--- src/rtl/flags_pkg.sv ---
// flags_pkg: shared flag indices, default sizes and the flag vector type.
// Used by flag_stack_reg (flag register) and flag_lifo (save/restore stack).
package flags_pkg;
    localparam int FLAG_OV = 0;
    localparam int FLAG_CY = 1;
    localparam int FLAG_NG = 2;
    localparam int FLAG_ZR = 3;
    localparam int NFLAGS_DEF = 4;
    localparam int DEPTH_DEF = 4;
    typedef logic [NFLAGS_DEF-1:0] flag_vec_t;
endpackage

--- src/rtl/flag_lifo.sv ---
// flag_lifo: DEPTH x NFLAGS save/restore stack with saturating pointer.
// Ports:
//   clk_i, rst_i      clock, asynchronous active-high reset
//   push_i, pop_i     save wr_data_i / drop top entry (both at once: neither)
//   wr_data_i         value saved on push
//   rd_data_o         current top entry (valid when not empty)
//   cnt_o             occupied entries
//   full_o, empty_o   decoded from the registered count
//   err_o             this cycle's request is illegal (combinational pulse)
module flag_lifo #(
    parameter int NFLAGS = 4,
    parameter int DEPTH = 4,
    localparam int W = $clog2(DEPTH + 1)
) (
    input  logic              clk_i,
    input  logic              rst_i,
    input  logic              push_i,
    input  logic              pop_i,
    input  logic [NFLAGS-1:0] wr_data_i,
    output logic [NFLAGS-1:0] rd_data_o,
    output logic [W-1:0]      cnt_o,
    output logic              full_o,
    output logic              empty_o,
    output logic              err_o
);
    logic [NFLAGS-1:0] mem_q [DEPTH];
    logic [W-1:0] ptr_q, ptr_d;
    logic do_push, do_pop;

    assign full_o  = ptr_q == W'(DEPTH);
    assign empty_o = ptr_q == '0;
    assign cnt_o   = ptr_q;
    assign do_push = push_i & ~pop_i & ~full_o;
    assign do_pop  = pop_i & ~push_i & ~empty_o;
    assign err_o   = (push_i & pop_i) | (pop_i & empty_o) | (push_i & full_o);
    assign ptr_d   = do_push ? ptr_q + W'(1) : do_pop ? ptr_q - W'(1) : ptr_q;

    // Entry-by-entry decode keeps every index inside the array bounds.
    always_comb begin
        rd_data_o = '0;
        for (int i = 0; i < DEPTH; i++)
            if (ptr_q == W'(i + 1)) rd_data_o = mem_q[i];
    end

    always_ff @(posedge clk_i or posedge rst_i) begin
        if (rst_i) begin
            ptr_q <= '0;
            for (int i = 0; i < DEPTH; i++) mem_q[i] <= '0;
        end else begin
            ptr_q <= ptr_d;
            for (int i = 0; i < DEPTH; i++)
                if (do_push && ptr_q == W'(i)) mem_q[i] <= wr_data_i;
        end
    end
endmodule

--- src/rtl/flag_stack_reg.sv ---
// flag_stack_reg: masked, partly sticky status-flag register with save/restore stack.
// Ports:
//   CLK, RESET        clock, asynchronous active-high reset
//   w, wmask, in      masked flag write from the ALU
//   clr               clears sticky flags and stk_err
//   push, pop         save / restore the flag context
//   flags + aliases   registered flag vector (OVERFLOW=0, CARRY=1, NEGATIVE=2, ZERO=3)
//   depth_cnt, stk_full, stk_empty, stk_err   stack status
module flag_stack_reg
    import flags_pkg::*;
#(
    parameter int NFLAGS = NFLAGS_DEF,
    parameter int DEPTH = DEPTH_DEF,
    parameter logic [NFLAGS-1:0] STICKY_MASK = '0,
    parameter logic [NFLAGS-1:0] RESET_VAL = '0,
    localparam int W = $clog2(DEPTH + 1)
) (
    input  logic              CLK,
    input  logic              RESET,
    input  logic              w,
    input  logic [NFLAGS-1:0] wmask,
    input  logic [NFLAGS-1:0] in,
    input  logic              clr,
    input  logic              push,
    input  logic              pop,
    output logic [NFLAGS-1:0] flags,
    output logic              OVERFLOW,
    output logic              CARRY,
    output logic              NEGATIVE,
    output logic              ZERO,
    output logic [W-1:0]      depth_cnt,
    output logic              stk_full,
    output logic              stk_empty,
    output logic              stk_err
);
    logic [NFLAGS-1:0] flags_q, flags_d, after_clr, wr_val, after_w, top;
    logic err_q, err_d, lifo_err;

    flag_lifo #(.NFLAGS(NFLAGS), .DEPTH(DEPTH)) u_lifo (
        .clk_i(CLK), .rst_i(RESET), .push_i(push), .pop_i(pop),
        .wr_data_i(flags_q), .rd_data_o(top), .cnt_o(depth_cnt),
        .full_o(stk_full), .empty_o(stk_empty), .err_o(lifo_err)
    );

    // clr first, then w: sticky bits OR in the new value, so clr+w can re-set them.
    assign after_clr = clr ? flags_q & ~STICKY_MASK : flags_q;
    assign wr_val    = in | (after_clr & STICKY_MASK);
    assign after_w   = w ? (after_clr & ~wmask) | (wr_val & wmask) : after_clr;
    // A lone pop owns the flags: restore, or hold them if the stack is empty.
    assign flags_d   = (pop & ~push) ? (stk_empty ? flags_q : top) : after_w;
    assign err_d     = lifo_err ? 1'b1 : clr ? 1'b0 : err_q;

    always_ff @(posedge CLK or posedge RESET) begin
        if (RESET) begin
            flags_q <= RESET_VAL;
            err_q   <= 1'b0;
        end else begin
            flags_q <= flags_d;
            err_q   <= err_d;
        end
    end

    assign flags    = flags_q;
    assign stk_err  = err_q;
    assign OVERFLOW = flags_q[FLAG_OV];
    assign CARRY    = flags_q[FLAG_CY];
    assign NEGATIVE = flags_q[FLAG_NG];
    assign ZERO     = flags_q[FLAG_ZR];
endmodule

--- config.mk ---
export PLATFORM = sky130hd
export DESIGN_NAME = flag_stack_reg
export DESIGN_NICKNAME = d
export VERILOG_FILES = /design/src/rtl/flags_pkg.sv /design/src/rtl/flag_lifo.sv /design/src/rtl/flag_stack_reg.sv
export SDC_FILE = /design/constraint.sdc
export NUM_CORES = 1
export LEC_CHECK = 0
export ABC_AREA = 1
export CORE_MARGIN = 8
export CORE_UTILIZATION = 52
export CTS_BUF_LIST = sky130_fd_sc_hd__clkbuf_16
export DETAILED_ROUTE_END_ITERATION = 8
export GPL_TIMING_DRIVEN = 0
export PLACE_DENSITY = 0.89
export SLEW_MARGIN = 20
export SYNTH_ARGS = -nofsm -noshare
export SYNTH_HDL_FRONTEND = slang
export SYNTH_HIERARCHICAL = 1
export SYNTH_SLANG_ARGS = --single-unit
--- constraint.sdc ---
create_clock -name CLK -period 2.44 [get_ports CLK]
set_clock_uncertainty 0.15 [all_clocks]
set_input_delay 0.488 -clock CLK [delete_from_list [all_inputs] [get_ports CLK]]
set_output_delay 0.488 -clock CLK [all_outputs]
set_load 0.03 [all_outputs]
==> load_flow_metrics.sql, run 1 <==
INSERT INTO impl_metrics (metric_group, metric, value, unit) VALUES
('power', 'power.share.combinational', '52.1', '%'),
('sta', 'layout_setup_ws', '210', 'ps'),
('sta', 'tightestPinTransition', '738', 'ps'),
('synth', 'syn_area', '0.00158', 'sq mm'),
('floorplanning', 'die_area', '0.00506', 'sq mm'),
('drt', 'post_drt_via_cell_ratio', '5.05', ''),
('critical_path', 'crit_type', 'reg -> out', ''),
('critical_path', 'timing.critical_path.fanout_max', '7', ''),
('placement', 'place_hpwl', '2750', 'microns'),
('sta', 'setup_viol', '0', ''),
('global_routing', 'grt_use_total', '15.3', '%'),
('global_routing', 'global_route_wire_length_before_repair', '6220', 'microns'),
('power', 'power-per-cell-area', '1150', 'mW/mm^2'),
('sta', 'grt_setup_unrepaired', 'false', ''),
('sta', 'drv_slew', '0', ''),
('floorplanning', 'design.portCount', '28', ''),
('drt', 'drc', '0', ''),
('final_layout', 'final_layout_size_suffix_gt1_share', '10.4', '%'),
('job', 'cap_viol_max_count', '0', ''),
('status', 'run_status', 'finished clean', ''),
('synth', 'syn_avg_cell_area', '7.25', 'sq um'),
('sta', 'achievable-frequency', '0.448', 'GHz'),
('synth', 'ys_warn_count', '6', ''),
('synth', 'synth_top_cell_by_area', 'sky130_fd_sc_hd__dfrtp_1', ''),
('floorplanning', 'floorplan.initialDensity', '53.1', '%'),
('floorplanning', 'core_region', '0.00298', 'sq mm'),
('critical_path', 'cp_data_required_time', '1800', 'ps'),
('power', 'netSwitchingPower', '1.01', 'mW'),
('placement', 'gp_routability_congestion', '0.844', ''),
('power', 'internal-power', '1.25', 'mW'),
('drt', 'drtAntennaViolNets', '0', ''),
('power', 'leakage', '1.04', 'nW'),
('global_routing', 'total_overflow_reported_by_the_global_router', '0', ''),
('global_routing', 'grt_max_degree', '20', ''),
('critical_path', 'crit_path_start_kind', 'flip-flop', ''),
('global_routing', 'first_global_vias', '1395', ''),
('final_layout', 'area_growth_syn_to_layout', '24.1', '%'),
('sta', 'timing.final.crit_share', '91.4', '%'),
('drt', 'detailroute.via_count', '1423', ''),
('final_layout', 'nets', '270', ''),
('synth', 'netlist.area_leader.share', '38.0', '%'),
('cts', 'cts_post_setup_buffers_inserted', '0', ''),
('global_routing', 'number_of_antenna_violations_at_the_first_check_in_global_routing', '0', ''),
('synth', 'synthTopCellsByCount', '75 x sky130_fd_sc_hd__nand2_1, 35 x sky130_fd_sc_hd__inv_1, 24 x sky130_fd_sc_hd__dfrtp_1, 20 x sky130_fd_sc_hd__nand3_1, 13 x sky130_fd_sc_hd__o21ai_0', ''),
('cts', 'cts.root.buffer_cell', 'sky130_fd_sc_hd__clkbuf_16', ''),
('cts', 'clock_pin_transition_on_the_worst_setup_and_hold_timing_paths', '60', 'ps'),
('sta', 'post-route-min-period', '2230', 'ps'),
('cts', 'cts-htree-levels', '1', ''),
('drt', 'drt-wirelength-per-cell', '13.2', 'microns'),
('synth', 'yosysSeqAreaShare', '38.0', '%'),
('placement', 'placement.io_buffers', '27', ''),
('min_path', 'min_path_type', 'in -> async', ''),
('synth', 'synth-seq-cells', '24', ''),
('cts', 'clock_tree.buffer_depth', '2', ''),
('floorplanning', 'dieHeight', '71.1', 'microns'),
('sta', 'maxSlewHeadroom', '50.7', '%'),
('placement', 'detailedPlace.worstSlack', '58.4', 'ps'),
('final_layout', 'postLayoutCoreUtil', '65.8', '%'),
('critical_path', 'worstSetupEndpointType', 'primary output', ''),
('cts', 'worst_skew_pair.late_latency', '260', 'ps'),
('cts', 'cts_tree', 'done', ''),
('synth', 'syn_nets', '238', ''),
('cts', 'hold_buffer_count_at_cts', '0', ''),
('final_layout', 'insertedDiodeCount', '0', ''),
('synth', 'synth_async_sr_flop_share', '100', '%'),
('power', 'power_frac_clock', '15.8', '%'),
('drt', 'detailedRoute.firstPassIterationCount', '4', ''),
('cts', 'tritoncts_num_sinks', '24', ''),
('sta', 'setup_total_negative_slack', '0', 'ps'),
('synth', 'synth_top_cells_by_area', 'sky130_fd_sc_hd__dfrtp_1 38%, sky130_fd_sc_hd__nand2_1 18%, sky130_fd_sc_hd__inv_1 8.3%', ''),
('synth', 'dominantRegCellSynth', 'sky130_fd_sc_hd__dfrtp_1', '');
[area by class of cell]
class | instances | area (sq um) | area share (%)
clock buffer | 3 | 75.1 | 3.83
sequential | 24 | 601 | 30.6
timing repair buffer | 27 | 260 | 13.3
inverter | 38 | 145 | 7.40
buffer | 7 | 61.3 | 3.13
clock inverter | 1 | 3.75 | 0.191
multi-input combinational | 149 | 773 | 39.4
tap | 33 | 41.3 | 2.11
[per-layer routing]
metal | up-vias | GRT usage [%] | routed length, microns
met3 | 5 | 3.39 | 189
met5 | - | 0 | 0
met1 | 652 | 17.3 | 1620
li1 | 730 | - | -
met4 | 0 | 5.31 | 44
met2 | 36 | 27.3 | 1860
[cells by family (layout without fill, tap and decap cells)]
group | Yosys count | after routing | share of synthesized area (%)
fa+ha+maj | 6 | 6 | 4.75
simple gates | 121 | 121 | 36.9
flops | 24 | 24 | 38.0
compound gates | 22 | 22 | 7.28
buf+inv | 45 | 76 | 13.1
[stage by stage]
step	std cells	instance area (sq um)	power [mW]	hold slack (ps)
floorplan	218	1580	1.52	117
global route	282	1960	2.44	360
detailed placement	278	1890	1.91	333
global placement	278	1890	1.87	307
finish	282	1960	2.26	332
CTS	282	1970	2.27	337
[placed cells by master, fill, tap and decap left out]
cell | synthesis | final
sky130_fd_sc_hd__a21oi_1 | 4 | 4
sky130_fd_sc_hd__a22oi_1 | 1 | 1
sky130_fd_sc_hd__buf_2 | 1 | 1
sky130_fd_sc_hd__buf_4 | 4 | 4
sky130_fd_sc_hd__buf_6 | 1 | 1
sky130_fd_sc_hd__buf_8 | 1 | 1
sky130_fd_sc_hd__clkbuf_16 | 0 | 3
sky130_fd_sc_hd__clkbuf_2 | 0 | 2
sky130_fd_sc_hd__clkdlybuf4s50_1 | 0 | 25
sky130_fd_sc_hd__clkinv_1 | 0 | 1
sky130_fd_sc_hd__dfrtp_1 | 24 | 24
sky130_fd_sc_hd__ha_1 | 6 | 6
sky130_fd_sc_hd__inv_1 | 35 | 35
sky130_fd_sc_hd__inv_2 | 2 | 2
sky130_fd_sc_hd__inv_4 | 1 | 1
sky130_fd_sc_hd__nand2_1 | 75 | 75
sky130_fd_sc_hd__nand2_2 | 3 | 3
sky130_fd_sc_hd__nand2_4 | 2 | 2
sky130_fd_sc_hd__nand2_8 | 1 | 1
sky130_fd_sc_hd__nand3_1 | 20 | 20
sky130_fd_sc_hd__nand3_4 | 2 | 2
sky130_fd_sc_hd__nand3b_1 | 4 | 4
sky130_fd_sc_hd__nor2_1 | 11 | 11
sky130_fd_sc_hd__nor2_4 | 3 | 3
sky130_fd_sc_hd__o21ai_0 | 13 | 13
sky130_fd_sc_hd__o21ai_1 | 3 | 3
sky130_fd_sc_hd__o21bai_1 | 1 | 1
[power groups by stage]
| stage | sequential (mW) | clock [mW] | combinational [mW] |
|---|---|---|---|
| floorplan | 0.786 | 0 | 0.733 |
| global placement | 0.719 | 0 | 1.15 |
| detailed placement | 0.729 | 0 | 1.18 |
| CTS | 0.724 | 0.363 | 1.18 |
| global route | 0.747 | 0.377 | 1.32 |
| finish | 0.725 | 0.358 | 1.18 |
[path summary, 6_finish.rpt]
kind | endpoint | slack [ps] | cells past startpoint
worst min-delay path | asynchronous set/reset pin | 330 | 2
max in group asynchronous | u_lifo/mem_q[13]$_DFFE_PP0P_ | 1120 | 2
min in group CLK | u_lifo/mem_q[1]$_DFFE_PP0P_ | 350 | 2
worst min register to register | u_lifo/mem_q[1]$_DFFE_PP0P_ | 350 | 2
worst max-delay path | flags[1] | 210 | 2
worst max register to register | flip-flop | 440 | 11
[worst max-delay path: stages (launching register included)]
cell	delay, ps
sky130_fd_sc_hd__dfrtp_1	510
sky130_fd_sc_hd__buf_4	160
sky130_fd_sc_hd__clkdlybuf4s50_1	660
[what timing repair did]
action | CTS | global route
resized for setup | 2 | 4
pin swaps | 0 | 0
setup endpoints to repair | 2 | 2
Power figures use the tool's default switching activity.
==> inputs of run 2 (changes only) <==
- CORE_UTILIZATION: 52 -> 30
- CTS_CLUSTER_DIAMETER: unset -> 100
- PLACE_DENSITY: 0.89 -> 0.6
==> run 2 against run 1 <==
First-iteration DRC count fell by 4.4%. Sequential share of layout area fell by 1.1 points. Design area is 3.7% higher. Power grew 4.8%. Clock power increased by 31%. Die area increased by 55%. Worst setup slack got worse by 32 ps. Largest power group unchanged.
==> load_flow_metrics.sql, run 2 (synthesis gave the netlist of run 1 again) <==
INSERT INTO impl_metrics (metric_group, metric, value, unit) VALUES
('drt', 'post_drt_via_cell_ratio', '4.36', ''),
('global_routing', 'grt_use_total', '10.3', '%'),
('sta', 'drv_slew', '0', ''),
('cts', 'cts.root.buffer_cell', 'sky130_fd_sc_hd__clkbuf_16', ''),
('global_routing', 'number_of_antenna_violations_at_the_first_check_in_global_routing', '0', ''),
('critical_path', 'crit_type', 'reg -> out', ''),
('final_layout', 'final_layout_size_suffix_gt1_share', '10.8', '%'),
('global_routing', 'global_route_wire_length_before_repair', '6210', 'microns'),
('min_path', 'min_path_type', 'in -> async', ''),
('cts', 'cts-htree-levels', '1', ''),
('drt', 'iteration_0_drc_markers', '87', ''),
('drt', 'detailroute.via_count', '1391', ''),
('final_layout', 'nets', '270', ''),
('cts', 'clock_pin_transition_on_the_worst_setup_and_hold_timing_paths', '60', 'ps'),
('sta', 'post-route-min-period', '2260', 'ps'),
('drt', 'detailedRoute.firstPassIterationCount', '4', ''),
('drt', 'drt-wirelength-per-cell', '11.7', 'microns'),
('final_layout', 'insertedDiodeCount', '0', ''),
('final_layout', 'layout_common_cells', '75 x sky130_fd_sc_hd__nand2_1, 35 x sky130_fd_sc_hd__inv_1, 25 x sky130_fd_sc_hd__clkdlybuf4s50_1, 24 x sky130_fd_sc_hd__dfrtp_1, 20 x sky130_fd_sc_hd__nand3_1', ''),
('cts', 'numCtsBuffers', '3', ''),
('placement', 'detailedPlace.worstSlack', '53.2', 'ps'),
('floorplanning', 'core_region', '0.00511', 'sq mm'),
('floorplanning', 'die_area', '0.00785', 'sq mm'),
('floorplanning', 'die_w', '88.6', 'microns'),
('drt', 'drc', '0', ''),
('power', 'vdd_ir_drop_max', '0.000562', 'V'),
('status', 'run_status', 'finished clean', ''),
('sta', 'worst_hold_slack', '310', 'ps'),
('power', 'leakage', '1.06', 'nW'),
('critical_path', 'crit_path_start_kind', 'flip-flop', ''),
('sta', 'setup_total_negative_slack', '0', 'ps'),
('sta', 'achievable-frequency', '0.442', 'GHz'),
('sta', 'layout_setup_ws', '177', 'ps'),
('floorplanning', 'design.portCount', '28', ''),
('cts', 'worst_skew_pair.late_latency', '260', 'ps'),
('power', 'power-per-cell-area', '1160', 'mW/mm^2'),
('drt', 'drt_wl_total', '3740', 'microns'),
('cts', 'tritoncts_num_sinks', '24', ''),
('drt', 'drtAntennaViolNets', '0', ''),
('floorplanning', 'floorplan.initialDensity', '30.9', '%'),
('placement', 'place_hpwl', '2850', 'microns'),
('global_routing', 'first_global_vias', '1350', ''),
('sta', 'grt_setup_unrepaired', 'false', ''),
('placement', 'gp_routability_congestion', '0.819', ''),
('sta', 'tightestPinTransition', '789', 'ps'),
('sta', 'finalHoldViolCount', '0', ''),
('global_routing', 'grt_max_degree', '20', ''),
('critical_path', 'cp_data_required_time', '1800', 'ps'),
('cts', 'clock_tree.buffer_depth', '2', ''),
('sta', 'setup_viol', '0', ''),
('cts', 'cts_tree', 'done', ''),
('final_layout', 'area_growth_syn_to_layout', '28.7', '%'),
('floorplanning', 'dieHeight', '88.6', 'microns'),
('sta', 'timing.final.crit_share', '92.7', '%'),
('critical_path', 'worstSetupEndpointType', 'primary output', ''),
('global_routing', 'total_overflow_reported_by_the_global_router', '0', ''),
('floorplanning', 'rows', '26', ''),
('placement', 'placement.io_buffers', '27', ''),
('power', 'post-layout-total-power', '2.37', 'mW'),
('critical_path', 'timing.critical_path.fanout_max', '7', ''),
('sta', 'maxSlewHeadroom', '47.3', '%'),
('job', 'cap_viol_max_count', '0', ''),
('critical_path', 'cp.arrival', '1620', 'ps'),
('final_layout', 'mostFrequentLayoutCell', 'sky130_fd_sc_hd__nand2_1', '');
==> run 2: cell types whose count changed in the layout (fill, tap and decap cells not counted) <==
cell                        before  now
sky130_fd_sc_hd__bufinv_16       0    1
sky130_fd_sc_hd__clkinv_1        1    0
==> run 2: timing repair <==
action / 4_1_cts / 5_1_grt
hold endpoints to repair: 0 / 0
buffers inserted: 0 / 0
hold buffers: 0 / 0
gates resized for setup: 2 / 4
setup endpoints to repair: 2 / 2
==> run 2: layer usage <==
metal	share of wire, %	GRT usage [%]	wire (microns)	vias to the layer above
met2	46	16.7	1710	26
met1	48	13.0	1800	633
met4	0.70	2.76	26	0
li1	-	-	-	730
met3	5.5	2.97	205	2
met5	0	0	0	-
==> run 2: layout make-up <==
| type | instances | area, sq um |
|---|---|---|
| tap | 70 | 87.6 |
| multi-input combinational | 149 | 773 |
| sequential | 24 | 601 |
| clock buffer | 3 | 75.1 |
| inverter | 38 | 145 |
| clock inverter | 1 | 30.0 |
| buffer | 7 | 61.3 |
| timing repair buffer | 27 | 260 |
| fill | 548 | 3070 |
==> run 2: report_power, final <==
part           total [mW]  internal (mW)  switching, mW
Clock               0.470          0.326          0.144
Sequential          0.720          0.573          0.148
Combinational        1.18          0.453          0.724
Total                2.37           1.35           1.02
==> run 2: path summary, 6_finish.rpt <==
check                      slack, ps                          end                         from  cells after the start
setup / recovery                 180                     flags[0]                    flip-flop                      2
hold / removal                   310   asynchronous set/reset pin                        RESET                      2
setup reg to reg                 420                    flip-flop  u_lifo/cnt_o[0]$_DFFE_PP0P_                     11
hold reg to reg                  330  u_lifo/mem_q[0]$_DFFE_PP0P_  u_lifo/mem_q[0]$_DFFE_PP0P_                      2
max in group asynchronous       1090  u_lifo/mem_q[4]$_DFFE_PP0P_                        RESET                      2
min in group CLK                 330  u_lifo/mem_q[0]$_DFFE_PP0P_  u_lifo/mem_q[0]$_DFFE_PP0P_                      2
==> run 2: worst max-delay path, stage by stage, from the launching register on <==
cell and delay [ps]:
sky130_fd_sc_hd__dfrtp_1 540, sky130_fd_sc_hd__buf_4 170, sky130_fd_sc_hd__clkdlybuf4s50_1 650
==> run 2: metrics by stage <==
| stage | instances | utilization (%) | area, sq um |
|---|---|---|---|
| 6_report | 319 | 39.8 | 2030 |
| 5_1_grt | 319 | 39.8 | 2030 |
| 4_1_cts | 319 | 40.0 | 2040 |
| 3_5_place_dp | 315 | 37.9 | 1940 |
| 3_3_place_gp | 315 | 37.9 | 1940 |
| 2_1_floorplan | 218 | - | 1580 |
